===== config.mk =====
export PLATFORM = sky130hd
export DESIGN_NAME = axil_cmd_master
export DESIGN_NICKNAME = d
export VERILOG_FILES = /design/src/rtl/axil_cmd_pkg.sv /design/src/rtl/axil_timeout_cnt.sv /design/src/rtl/axil_cmd_master.sv
export SDC_FILE = /design/constraint.sdc
export NUM_CORES = 1
export LEC_CHECK = 0
export CELL_PAD_IN_SITES_DETAIL_PLACEMENT = 1
export CELL_PAD_IN_SITES_GLOBAL_PLACEMENT = 1
export CORE_MARGIN = 2
export CORE_UTILIZATION = 30
export DETAILED_ROUTE_END_ITERATION = 16
export PLACE_DENSITY_LB_ADDON = 0.2
export SETUP_SLACK_MARGIN = 0.2
export SYNTH_ARGS = -nofsm -noshare
export SYNTH_HDL_FRONTEND = slang
export SYNTH_SLANG_ARGS = --single-unit

===== constraint.sdc =====
create_clock -name cmd_aclk -period 2.3 [get_ports cmd_aclk]
set_input_delay 0.345 -clock cmd_aclk [delete_from_list [all_inputs] [get_ports cmd_aclk]]
set_output_delay 0.345 -clock cmd_aclk [all_outputs]
set_load 0.02 [all_outputs]

===== src/rtl/axil_cmd_pkg.sv =====
// Shared types and constants for the AXI-Lite command master.
package axil_cmd_pkg;

  localparam int unsigned DataWidth = 32;

  localparam logic [1:0] RespOkay   = 2'b00;
  localparam logic [1:0] RespSlvErr = 2'b10;

  typedef enum logic [2:0] {
    StIdle,
    StWrReq,
    StWrRsp,
    StRdReq,
    StRdRsp,
    StRsp
  } state_e;

endpackage


===== src/rtl/axil_timeout_cnt.sv =====
// Saturating response-timeout counter; terminal is high once TimeoutCycles-1 is reached.
module axil_timeout_cnt #(
  parameter int unsigned TimeoutCycles = 1024
) (
  input  logic clk_i,
  input  logic rst_i,
  input  logic clear_i,
  input  logic enable_i,
  output logic terminal_o
);

  localparam int unsigned CntW = $clog2(TimeoutCycles);
  localparam logic [CntW-1:0] CntMax = CntW'(TimeoutCycles - 1);

  logic [CntW-1:0] cnt_q;

  always_ff @(posedge clk_i) begin
    if (rst_i) begin
      cnt_q <= '0;
    end else if (clear_i) begin
      cnt_q <= '0;
    end else if (enable_i && (cnt_q != CntMax)) begin
      cnt_q <= cnt_q + CntW'(1);
    end
  end

  assign terminal_o = (cnt_q == CntMax);

endmodule


===== src/rtl/axil_cmd_master.sv =====
// Command/response stream to single-beat AXI-Lite master, one transaction outstanding,
// with a response timeout after the address phase.
module axil_cmd_master
  import axil_cmd_pkg::*;
#(
  parameter int unsigned C_M_AXI_ADDR_WIDTH = 12,
  parameter int unsigned C_M_AXI_DATA_WIDTH = DataWidth,
  parameter int unsigned TIMEOUT_CYCLES     = 1024
) (
  input  logic                            cmd_aclk,
  input  logic                            cmd_arst,
  input  logic                            cmd_valid,
  output logic                            cmd_ready,
  input  logic                            cmd_wr,
  input  logic [C_M_AXI_ADDR_WIDTH-1:0]   cmd_addr,
  input  logic [C_M_AXI_DATA_WIDTH-1:0]   cmd_wdata,
  input  logic [C_M_AXI_DATA_WIDTH/8-1:0] cmd_wstrb,
  output logic                            rsp_valid,
  input  logic                            rsp_ready,
  output logic [C_M_AXI_DATA_WIDTH-1:0]   rsp_rdata,
  output logic [1:0]                      rsp_resp,
  output logic                            rsp_timeout,
  output logic [C_M_AXI_ADDR_WIDTH-1:0]   M_AXI_AWADDR,
  output logic                            M_AXI_AWVALID,
  input  logic                            M_AXI_AWREADY,
  output logic [C_M_AXI_DATA_WIDTH-1:0]   M_AXI_WDATA,
  output logic [C_M_AXI_DATA_WIDTH/8-1:0] M_AXI_WSTRB,
  output logic                            M_AXI_WVALID,
  input  logic                            M_AXI_WREADY,
  input  logic [1:0]                      M_AXI_BRESP,
  input  logic                            M_AXI_BVALID,
  output logic                            M_AXI_BREADY,
  output logic [C_M_AXI_ADDR_WIDTH-1:0]   M_AXI_ARADDR,
  output logic                            M_AXI_ARVALID,
  input  logic                            M_AXI_ARREADY,
  input  logic [C_M_AXI_DATA_WIDTH-1:0]   M_AXI_RDATA,
  input  logic [1:0]                      M_AXI_RRESP,
  input  logic                            M_AXI_RVALID,
  output logic                            M_AXI_RREADY
);

  localparam int unsigned StrbW = C_M_AXI_DATA_WIDTH / 8;

  state_e                          state_q, state_d;
  logic                            cmd_ready_q, cmd_ready_d;
  logic                            awvalid_q, awvalid_d;
  logic                            wvalid_q, wvalid_d;
  logic                            arvalid_q, arvalid_d;
  logic                            bready_q, bready_d;
  logic                            rready_q, rready_d;
  logic                            aw_done_q, aw_done_d;
  logic                            w_done_q, w_done_d;
  logic                            rsp_valid_q, rsp_valid_d;
  logic                            rsp_timeout_q, rsp_timeout_d;
  logic [1:0]                      rsp_resp_q, rsp_resp_d;
  logic [C_M_AXI_DATA_WIDTH-1:0]   rsp_rdata_q, rsp_rdata_d;
  logic [C_M_AXI_ADDR_WIDTH-1:0]   addr_q, addr_d;
  logic [C_M_AXI_DATA_WIDTH-1:0]   wdata_q, wdata_d;
  logic [StrbW-1:0]                wstrb_q, wstrb_d;

  logic cnt_clear, cnt_en, cnt_tc;
  logic aw_hs, w_hs, ar_hs, b_hs, r_hs;

  assign aw_hs = awvalid_q & M_AXI_AWREADY;
  assign w_hs  = wvalid_q & M_AXI_WREADY;
  assign ar_hs = arvalid_q & M_AXI_ARREADY;
  assign b_hs  = bready_q & M_AXI_BVALID;
  assign r_hs  = rready_q & M_AXI_RVALID;

  axil_timeout_cnt #(
    .TimeoutCycles(TIMEOUT_CYCLES)
  ) u_timeout_cnt (
    .clk_i     (cmd_aclk),
    .rst_i     (cmd_arst),
    .clear_i   (cnt_clear),
    .enable_i  (cnt_en),
    .terminal_o(cnt_tc)
  );

  always_comb begin
    state_d       = state_q;
    cmd_ready_d   = cmd_ready_q;
    awvalid_d     = awvalid_q;
    wvalid_d      = wvalid_q;
    arvalid_d     = arvalid_q;
    bready_d      = bready_q;
    rready_d      = rready_q;
    aw_done_d     = aw_done_q;
    w_done_d      = w_done_q;
    rsp_valid_d   = rsp_valid_q;
    rsp_timeout_d = rsp_timeout_q;
    rsp_resp_d    = rsp_resp_q;
    rsp_rdata_d   = rsp_rdata_q;
    addr_d        = addr_q;
    wdata_d       = wdata_q;
    wstrb_d       = wstrb_q;
    cnt_clear     = 1'b0;
    cnt_en        = 1'b0;

    unique case (state_q)
      StIdle: begin
        // Both ready lines stay high so stray late responses are swallowed.
        cmd_ready_d = 1'b1;
        bready_d    = 1'b1;
        rready_d    = 1'b1;
        if (cmd_valid && cmd_ready_q) begin
          cmd_ready_d = 1'b0;
          addr_d      = cmd_addr;
          wdata_d     = cmd_wdata;
          wstrb_d     = cmd_wstrb;
          if (cmd_wr) begin
            state_d   = StWrReq;
            awvalid_d = 1'b1;
            wvalid_d  = 1'b1;
            aw_done_d = 1'b0;
            w_done_d  = 1'b0;
            bready_d  = 1'b0;
          end else begin
            state_d   = StRdReq;
            arvalid_d = 1'b1;
            rready_d  = 1'b0;
          end
        end
      end
      StWrReq: begin
        if (aw_hs) begin
          awvalid_d = 1'b0;
          aw_done_d = 1'b1;
        end
        if (w_hs) begin
          wvalid_d = 1'b0;
          w_done_d = 1'b1;
        end
        if (aw_done_d && w_done_d) begin
          state_d   = StWrRsp;
          bready_d  = 1'b1;
          cnt_clear = 1'b1;
        end
      end
      StWrRsp, StRdRsp: begin
        // A real response beats a timeout that lands in the same cycle.
        if ((state_q == StWrRsp) ? b_hs : r_hs) begin
          rsp_resp_d    = (state_q == StWrRsp) ? M_AXI_BRESP : M_AXI_RRESP;
          rsp_rdata_d   = (state_q == StWrRsp) ? '0 : M_AXI_RDATA;
          rsp_timeout_d = 1'b0;
        end else if (cnt_tc) begin
          rsp_resp_d    = RespSlvErr;
          rsp_rdata_d   = '0;
          rsp_timeout_d = 1'b1;
        end else begin
          cnt_en = 1'b1;
        end
        if (((state_q == StWrRsp) ? b_hs : r_hs) || cnt_tc) begin
          state_d     = StRsp;
          rsp_valid_d = 1'b1;
          bready_d    = 1'b0;
          rready_d    = 1'b0;
        end
      end
      StRdReq: begin
        if (ar_hs) begin
          arvalid_d = 1'b0;
          state_d   = StRdRsp;
          rready_d  = 1'b1;
          cnt_clear = 1'b1;
        end
      end
      StRsp: begin
        if (rsp_ready) begin
          state_d       = StIdle;
          rsp_valid_d   = 1'b0;
          rsp_timeout_d = 1'b0;
          cmd_ready_d   = 1'b1;
          bready_d      = 1'b1;
          rready_d      = 1'b1;
        end
      end
      default: state_d = StIdle;
    endcase
  end

  always_ff @(posedge cmd_aclk) begin
    if (cmd_arst) begin
      state_q       <= StIdle;
      cmd_ready_q   <= 1'b0;
      awvalid_q     <= 1'b0;
      wvalid_q      <= 1'b0;
      arvalid_q     <= 1'b0;
      bready_q      <= 1'b1;
      rready_q      <= 1'b1;
      aw_done_q     <= 1'b0;
      w_done_q      <= 1'b0;
      rsp_valid_q   <= 1'b0;
      rsp_timeout_q <= 1'b0;
      rsp_resp_q    <= RespOkay;
      rsp_rdata_q   <= '0;
      addr_q        <= '0;
      wdata_q       <= '0;
      wstrb_q       <= '0;
    end else begin
      state_q       <= state_d;
      cmd_ready_q   <= cmd_ready_d;
      awvalid_q     <= awvalid_d;
      wvalid_q      <= wvalid_d;
      arvalid_q     <= arvalid_d;
      bready_q      <= bready_d;
      rready_q      <= rready_d;
      aw_done_q     <= aw_done_d;
      w_done_q      <= w_done_d;
      rsp_valid_q   <= rsp_valid_d;
      rsp_timeout_q <= rsp_timeout_d;
      rsp_resp_q    <= rsp_resp_d;
      rsp_rdata_q   <= rsp_rdata_d;
      addr_q        <= addr_d;
      wdata_q       <= wdata_d;
      wstrb_q       <= wstrb_d;
    end
  end

  assign cmd_ready     = cmd_ready_q;
  assign rsp_valid     = rsp_valid_q;
  assign rsp_rdata     = rsp_rdata_q;
  assign rsp_resp      = rsp_resp_q;
  assign rsp_timeout   = rsp_timeout_q;
  assign M_AXI_AWADDR  = addr_q;
  assign M_AXI_AWVALID = awvalid_q;
  assign M_AXI_WDATA   = wdata_q;
  assign M_AXI_WSTRB   = wstrb_q;
  assign M_AXI_WVALID  = wvalid_q;
  assign M_AXI_BREADY  = bready_q;
  assign M_AXI_ARADDR  = addr_q;
  assign M_AXI_ARVALID = arvalid_q;
  assign M_AXI_RREADY  = rready_q;

endmodule


Word-level counts from Yosys, hierarchy flattened:

Index checks and enable logic that the tools add are counted.

* memory bits (read-only): 0
* output and inout bits: 102
* register bits: 105
* bits in writable memories: 0
* memories kept: 0
* word-level logic and storage cells: 122
* bits in latches: 0

* multiply operators: 0
* multiplexer cells: 56
* $lt $le $gt $ge: 0
* bitwise gates (word level): 5
* shift-type cells: 0
* reductions and logical operators: 26
* div/mod/pow operators: 0
* add/sub/neg operators: 1
* equal/unequal tests: 17

Operators with widths (number)
* $mux W32: 3
* $mux W1: 32
* $reduce_and A4 Y1: 5
* $ne A2 B2 Y1 const B: 9
* $pmux W1 S2: 9
* $mux W3: 5
* $pmux W3 S5: 1
* $add A10 B1 Y10 const B: 1
* $eq A10 B10 Y1 const B: 1
* $ne A10 B10 Y1 const B: 1
* $reduce_bool A2 Y1: 5
* $reduce_and A3 Y1: 3
* $mux W2: 4
* $pmux W1 S4: 2
* $reduce_bool A4 Y1: 2
* $eq A3 B2 Y1 const B: 2
* $eq A3 B3 Y1 const B: 2
* $reduce_and A2 Y1: 3
* $and A1 B1 Y1: 5
* $reduce_and A5 Y1: 1
* $reduce_or A2 Y1: 2
* $eq A3 B1 Y1 const B: 1
* $logic_and A1 B1 Y1: 3
* $logic_not A3 Y1: 1
* 2 further kinds: 2

Depth between registers and ports, before layout:

* depth in word-level cells: 7
* gate-level depth with buffers: 7
* depth with buffers taken out: 5

Cells and area by module:

A second synthesis with hierarchy kept.

* cells, all modules: 547
* area, all modules: 4349.2 sq um

Modules (own cells, without submodules)
* axil_cmd_master: sequential area each 1901.8 sq um, cells each 487, area each 3851.2 sq um, times used 1
* axil_timeout_cnt: sequential area each 200.2 sq um, cells each 60, area each 498.0 sq um, times used 1

Worst setup path before layout:

No wires, ideal clock.

* kind: register to register
* start: reg u_timeout_cnt.cnt_q[0]
* end: reg u_timeout_cnt.cnt_q[8]
* library setup time: 0.072 ns
* data arrival time: 1.617 ns
* required time: 2.228 ns
* cell stages (with the launch flop): 6
* slack: 0.611 ns
* cell sequence: dfxtp_1 ha_1 nand3_1 or4b_2 nor3_1 mux2i_1

* word-level cells in the longest chain between the ends: 5
* elaborated cells between the ends (all ways): 7
* classes of those cells: add/sub: 1; eq/ne: 2; mux: 3; reduce/logical: 1

RTL lines
* start: declaration: RTL line axil_timeout_cnt.sv:15 `logic [CntW-1:0] cnt_q;`
* start signal: assignment: RTL line axil_timeout_cnt.sv:23 `cnt_q <= cnt_q + CntW'(1);`
* $eq A10 B10 Y1: RTL line axil_timeout_cnt.sv:27 `assign terminal_o = (cnt_q == CntMax);`
* $mux W1: RTL line axil_cmd_master.sv:146 `end else if (cnt_tc) begin`
* $mux W1: RTL line axil_cmd_master.sv:142 `if ((state_q == StWrRsp) ? b_hs : r_hs) begin`
* $mux W1: RTL line axil_cmd_master.sv:100 `unique case (state_q)`
* $logic_and A1 B1 Y1: RTL line axil_timeout_cnt.sv:22 `end else if (enable_i && (cnt_q != CntMax)) begin`

Several ways; a longest one is shown, not always the timed one.
A chain may end at the register's enable or synchronous reset.

Worst setup path after layout:

Ends and elaborated chain as after synthesis.

==> reports/qor.log <==
INFO  global_routing grt_antenna_before_repair=0
INFO  power          vdd.ir_drop.worst=465uV
INFO  critical_path  timing.critical_path.slowest_stage_cell=or4b_2
INFO  layout         final_layout_size_suffix_gt1_share=6.98%
INFO  power          static-leakage-power=2.54nW
INFO  routing        drt_wl_cell=15.8um
INFO  critical_path  nature_of_the_critical_path_startpoint=flip-flop
INFO  timing         final_worst_clock_skew=7.54ps
INFO  timing         maxSlewHeadroom=60.2%
INFO  layout         final.fill_count=1758
INFO  power          cellPowerDensity=899mW/mm2
INFO  routing        num_vias=4454
INFO  layout         syn2layout_area_growth=52.3%
INFO  logic_synthesis synthCells=541
INFO  layout         antenna_cells_inserted=0
INFO  clock_network  tritoncts.num_buffers=9
INFO  clock_network  cts_resized=0
INFO  clock_network  h-tree-depth=3
INFO  placed_design  post-dp-hpwl=10300um
INFO  floorplanning  core_area=0.0150mm2
INFO  clock_network  hold_buffers=0
INFO  timing         final-setup-viol-count=0
INFO  logic_synthesis synth_ff_type=dfxtp_1
INFO  floorplanning  dieArea=0.0162mm2
INFO  global_routing global_route.overflow_total=0
INFO  global_routing grt_usage=17.6%
INFO  clock_network  cts_root_buffer=clkbuf_16
INFO  logic_synthesis ys_ff_latch=105
INFO  routing        route.antenna.remaining_nets=0
INFO  timing         timing.final.max_slew_violations=0
INFO  timing         tns=0ps
INFO  critical_path  worst-r2r-cell-count=5
INFO  clock_network  clock_tree_from_tritoncts=done
INFO  critical_path  cp-startpoint=u_timeout_cnt.cnt_q[0]
INFO  critical_path  timing.critical_path.arrival=2270ps
INFO  layout         final_cell_mix=194 x clkdlybuf4s50_1, 168 x nand2_1, 105 x dfxtp_1, 60 x a21oi_1, 39 x mux2i_1
INFO  floorplanning  initial_utilization=30.3%
INFO  timing         report.final.hold_viol_count=0
INFO  flow_run       max_cap_viol_count=0
INFO  hold_path      whs_endpoint=rsp_valid
INFO  global_routing grt_first_pass_wirelength=23000um
INFO  logic_synthesis async_reset_ff_share=0%
INFO  floorplanning  die_h=127um
INFO  clock_network  cts-root-to-sink-buffers=2
INFO  timing         min_period_over_period=86.4%
INFO  logic_synthesis synth.net_count=636
INFO  logic_synthesis mapped_area=0.00455mm2
INFO  routing        drt_first_pass_iters=4
INFO  critical_path  worst-r2r-setup-slack=310ps
INFO  clock_network  numClockSinks=105
INFO  clock_network  postCtsSetupBuffers=0
INFO  timing         achievable_frequency=504MHz
INFO  critical_path  worstSetupPathDepth=5
INFO  placed_design  buffer_ports.inserted=195
INFO  critical_path  crit_fanout=5
INFO  clock_network  clkTransAtPathRegs=70ps
INFO  hold_path      timing.hold.worst.start=cmd_arst
INFO  routing        via_per_inst=4.93
INFO  run_status     status=completed
INFO  critical_path  critical_path.reg2reg.startpoint=u_timeout_cnt.cnt_q[0]
INFO  critical_path  worst_path_required_time=2580ps
INFO  hold_path      worst_hold_path.num_cells=3
INFO  routing        drt_wl_total=14300um
INFO  critical_path  path_buf_inv=0
INFO  critical_path  critical-path-max-stage-delay=630ps
INFO  global_routing vias_in_the_first_global_route=4544
INFO  timing         worstMarginPinSlew=596ps
INFO  logic_synthesis yosysUniqueCellTypes=52
INFO  logic_synthesis synth.yosys.seq_area_share=46.2%
INFO  global_routing grt_max_degree=52
INFO  floorplanning  pin_count=196
INFO  critical_path  worstPathCellList=ha_1, nand3_1, or4b_2, nor3_1, mux2i_1
INFO  critical_path  rr_endpoint=u_timeout_cnt.cnt_q[8]
INFO  layout         final_net_count=807
INFO  layout         final_common_cell=clkdlybuf4s50_1
INFO  clock_network  clock_latency_reported_for_the_late_side_of_the_worst_skew_pair=350ps
INFO  routing        dr.first_iter.drc_count=183
INFO  timing         min_period=1990ps
INFO  layout         postLayoutCoreUtil=46.1%
INFO  logic_synthesis post_synth.cell_area_avg=8.41um2
INFO  floorplanning  row_count=45
INFO  routing        drcViolationCount=0
INFO  timing         rsz_0062_raised_after_global_routing=false
INFO  logic_synthesis ys.warnings.count=0
INFO  layout         final_cell_count_no_fill=904
INFO  critical_path  critical_path.top_delay_family=simple AND/OR/NAND/NOR gates
INFO  hold_path      timing.hold.worst.class=input port to flip-flop
INFO  critical_path  crit_type=flip-flop to flip-flop
INFO  placed_design  dp_cells=889
INFO  critical_path  worstSetupEndpointType=flip-flop
INFO  floorplanning  floorplan.die.width=127um
INFO  logic_synthesis synth-edff-count=0
INFO  placed_design  gpl.final_weighted_congestion=0.788
## tightest hold or removal path: stages
cell and delay (ps):
buf_2 110, buf_4 230, a21oi_1 60
## how the worst max path moves through the flow
stage | endpoint | slack, ps
2_1_floorplan | u_timeout_cnt.cnt_q[8] | 610
3_3_place_gp | u_timeout_cnt.cnt_q[5] | 310
3_5_place_dp | u_timeout_cnt.cnt_q[9] | 270
4_1_cts | M_AXI_BREADY | 290
5_1_grt | u_timeout_cnt.cnt_q[8] | 230
6_report | u_timeout_cnt.cnt_q[8] | 310
## kinds of logic (layout without fill, tap and decap cells)
group / Yosys count / in the layout / share of synthesized area [%]
AOI/OAI and AO/OA: 110 / 110 / 14.8
adders and majority gates: 1 / 1 / 0.275
buffers and inverters: 62 / 237 / 7.53
DFF: 105 / 105 / 46.2
muxes: 41 / 41 / 9.13
and+or+nand+nor: 222 / 222 / 22.0
## per-stage QoR
step | instance area, um2 | total power, mW | hold slack (ps) | setup slack (ps)
global placement | 6580 | 4.45 | 442 | 310
finish | 6930 | 6.23 | 436 | 314
floorplan | 4550 | 3.61 | 456 | 611
detailed placement | 6580 | 4.50 | 448 | 273
CTS | 6920 | 6.32 | 422 | 290
global route | 6930 | 6.60 | 453 | 226
## sequential cells by signal (all words and copies together), names as in the netlist
register and flops:
M_AXI_ARADDR 12, M_AXI_ARVALID 1, M_AXI_AWVALID 1, M_AXI_BREADY 1, M_AXI_RREADY 1, M_AXI_WDATA 32
M_AXI_WSTRB 4, M_AXI_WVALID 1, aw_done_q 1, cmd_ready 1, rsp_rdata 32, rsp_resp 2
rsp_timeout 1, rsp_valid 1, state_q 3, u_timeout_cnt.cnt_q 10, w_done_q 1
## synthesized netlist by cell type, types with 2 or more instances
master | instances | share of area [%]
clkbuf_1 | 21 | 1.7
a31oi_1 | 2 | 0.27
inv_1 | 10 | 0.82
o21ai_0 | 7 | 0.77
and3_1 | 2 | 0.27
o31ai_1 | 5 | 0.82
a21oi_1 | 60 | 6.6
nand2_1 | 168 | 14
a311oi_1 | 2 | 0.39
or4_1 | 3 | 0.49
nor3_1 | 6 | 0.66
nand4_1 | 4 | 0.55
nor2_1 | 7 | 0.58
a32oi_1 | 2 | 0.39
or3_1 | 2 | 0.27
buf_2 | 10 | 1.1
a211oi_1 | 2 | 0.33
dfxtp_1 | 105 | 46
nor4_2 | 5 | 1.4
a21o_1 | 2 | 0.33
mux2i_1 | 39 | 8.6
nand3_1 | 8 | 0.88
buf_6 | 6 | 1.5
and2_1 | 2 | 0.27
buf_4 | 14 | 2.3
o211ai_1 | 15 | 2.5
nand2b_1 | 4 | 0.55
nor4_1 | 4 | 0.55
## layer usage
metal  vias up  global-route usage [%]  share of wire (%)  wire length (um)
li1       2187                       -                  -                 -
met1      2122                    21.5                 45              6460
met2       136                    29.7                 47              6680
met3         9                    5.61                6.9               980
met4         0                    4.91                1.0               144
met5         -                       0                  0                 0
## layout make-up
| type | count | area (um2) | share of cell area [%] |
|---|---|---|---|
| multi-input combinational | 374 | 2130 | 30.7 |
| sequential | 105 | 2100 | 30.3 |
| timing repair buffer | 211 | 2080 | 30.0 |
| tap | 188 | 235 | 3.39 |
| clock buffer | 9 | 225 | 3.25 |
| clock inverter | 6 | 116 | 1.68 |
| inverter | 11 | 41.3 | 0.596 |
## power breakdown
| part | switching (mW) | internal [mW] |
|---|---|---|
| Clock | 0.714 | 1.07 |
| Sequential | 0.185 | 2.06 |
| Combinational | 1.22 | 0.982 |
No activity file was read; power rests on OpenSTA's default activity.
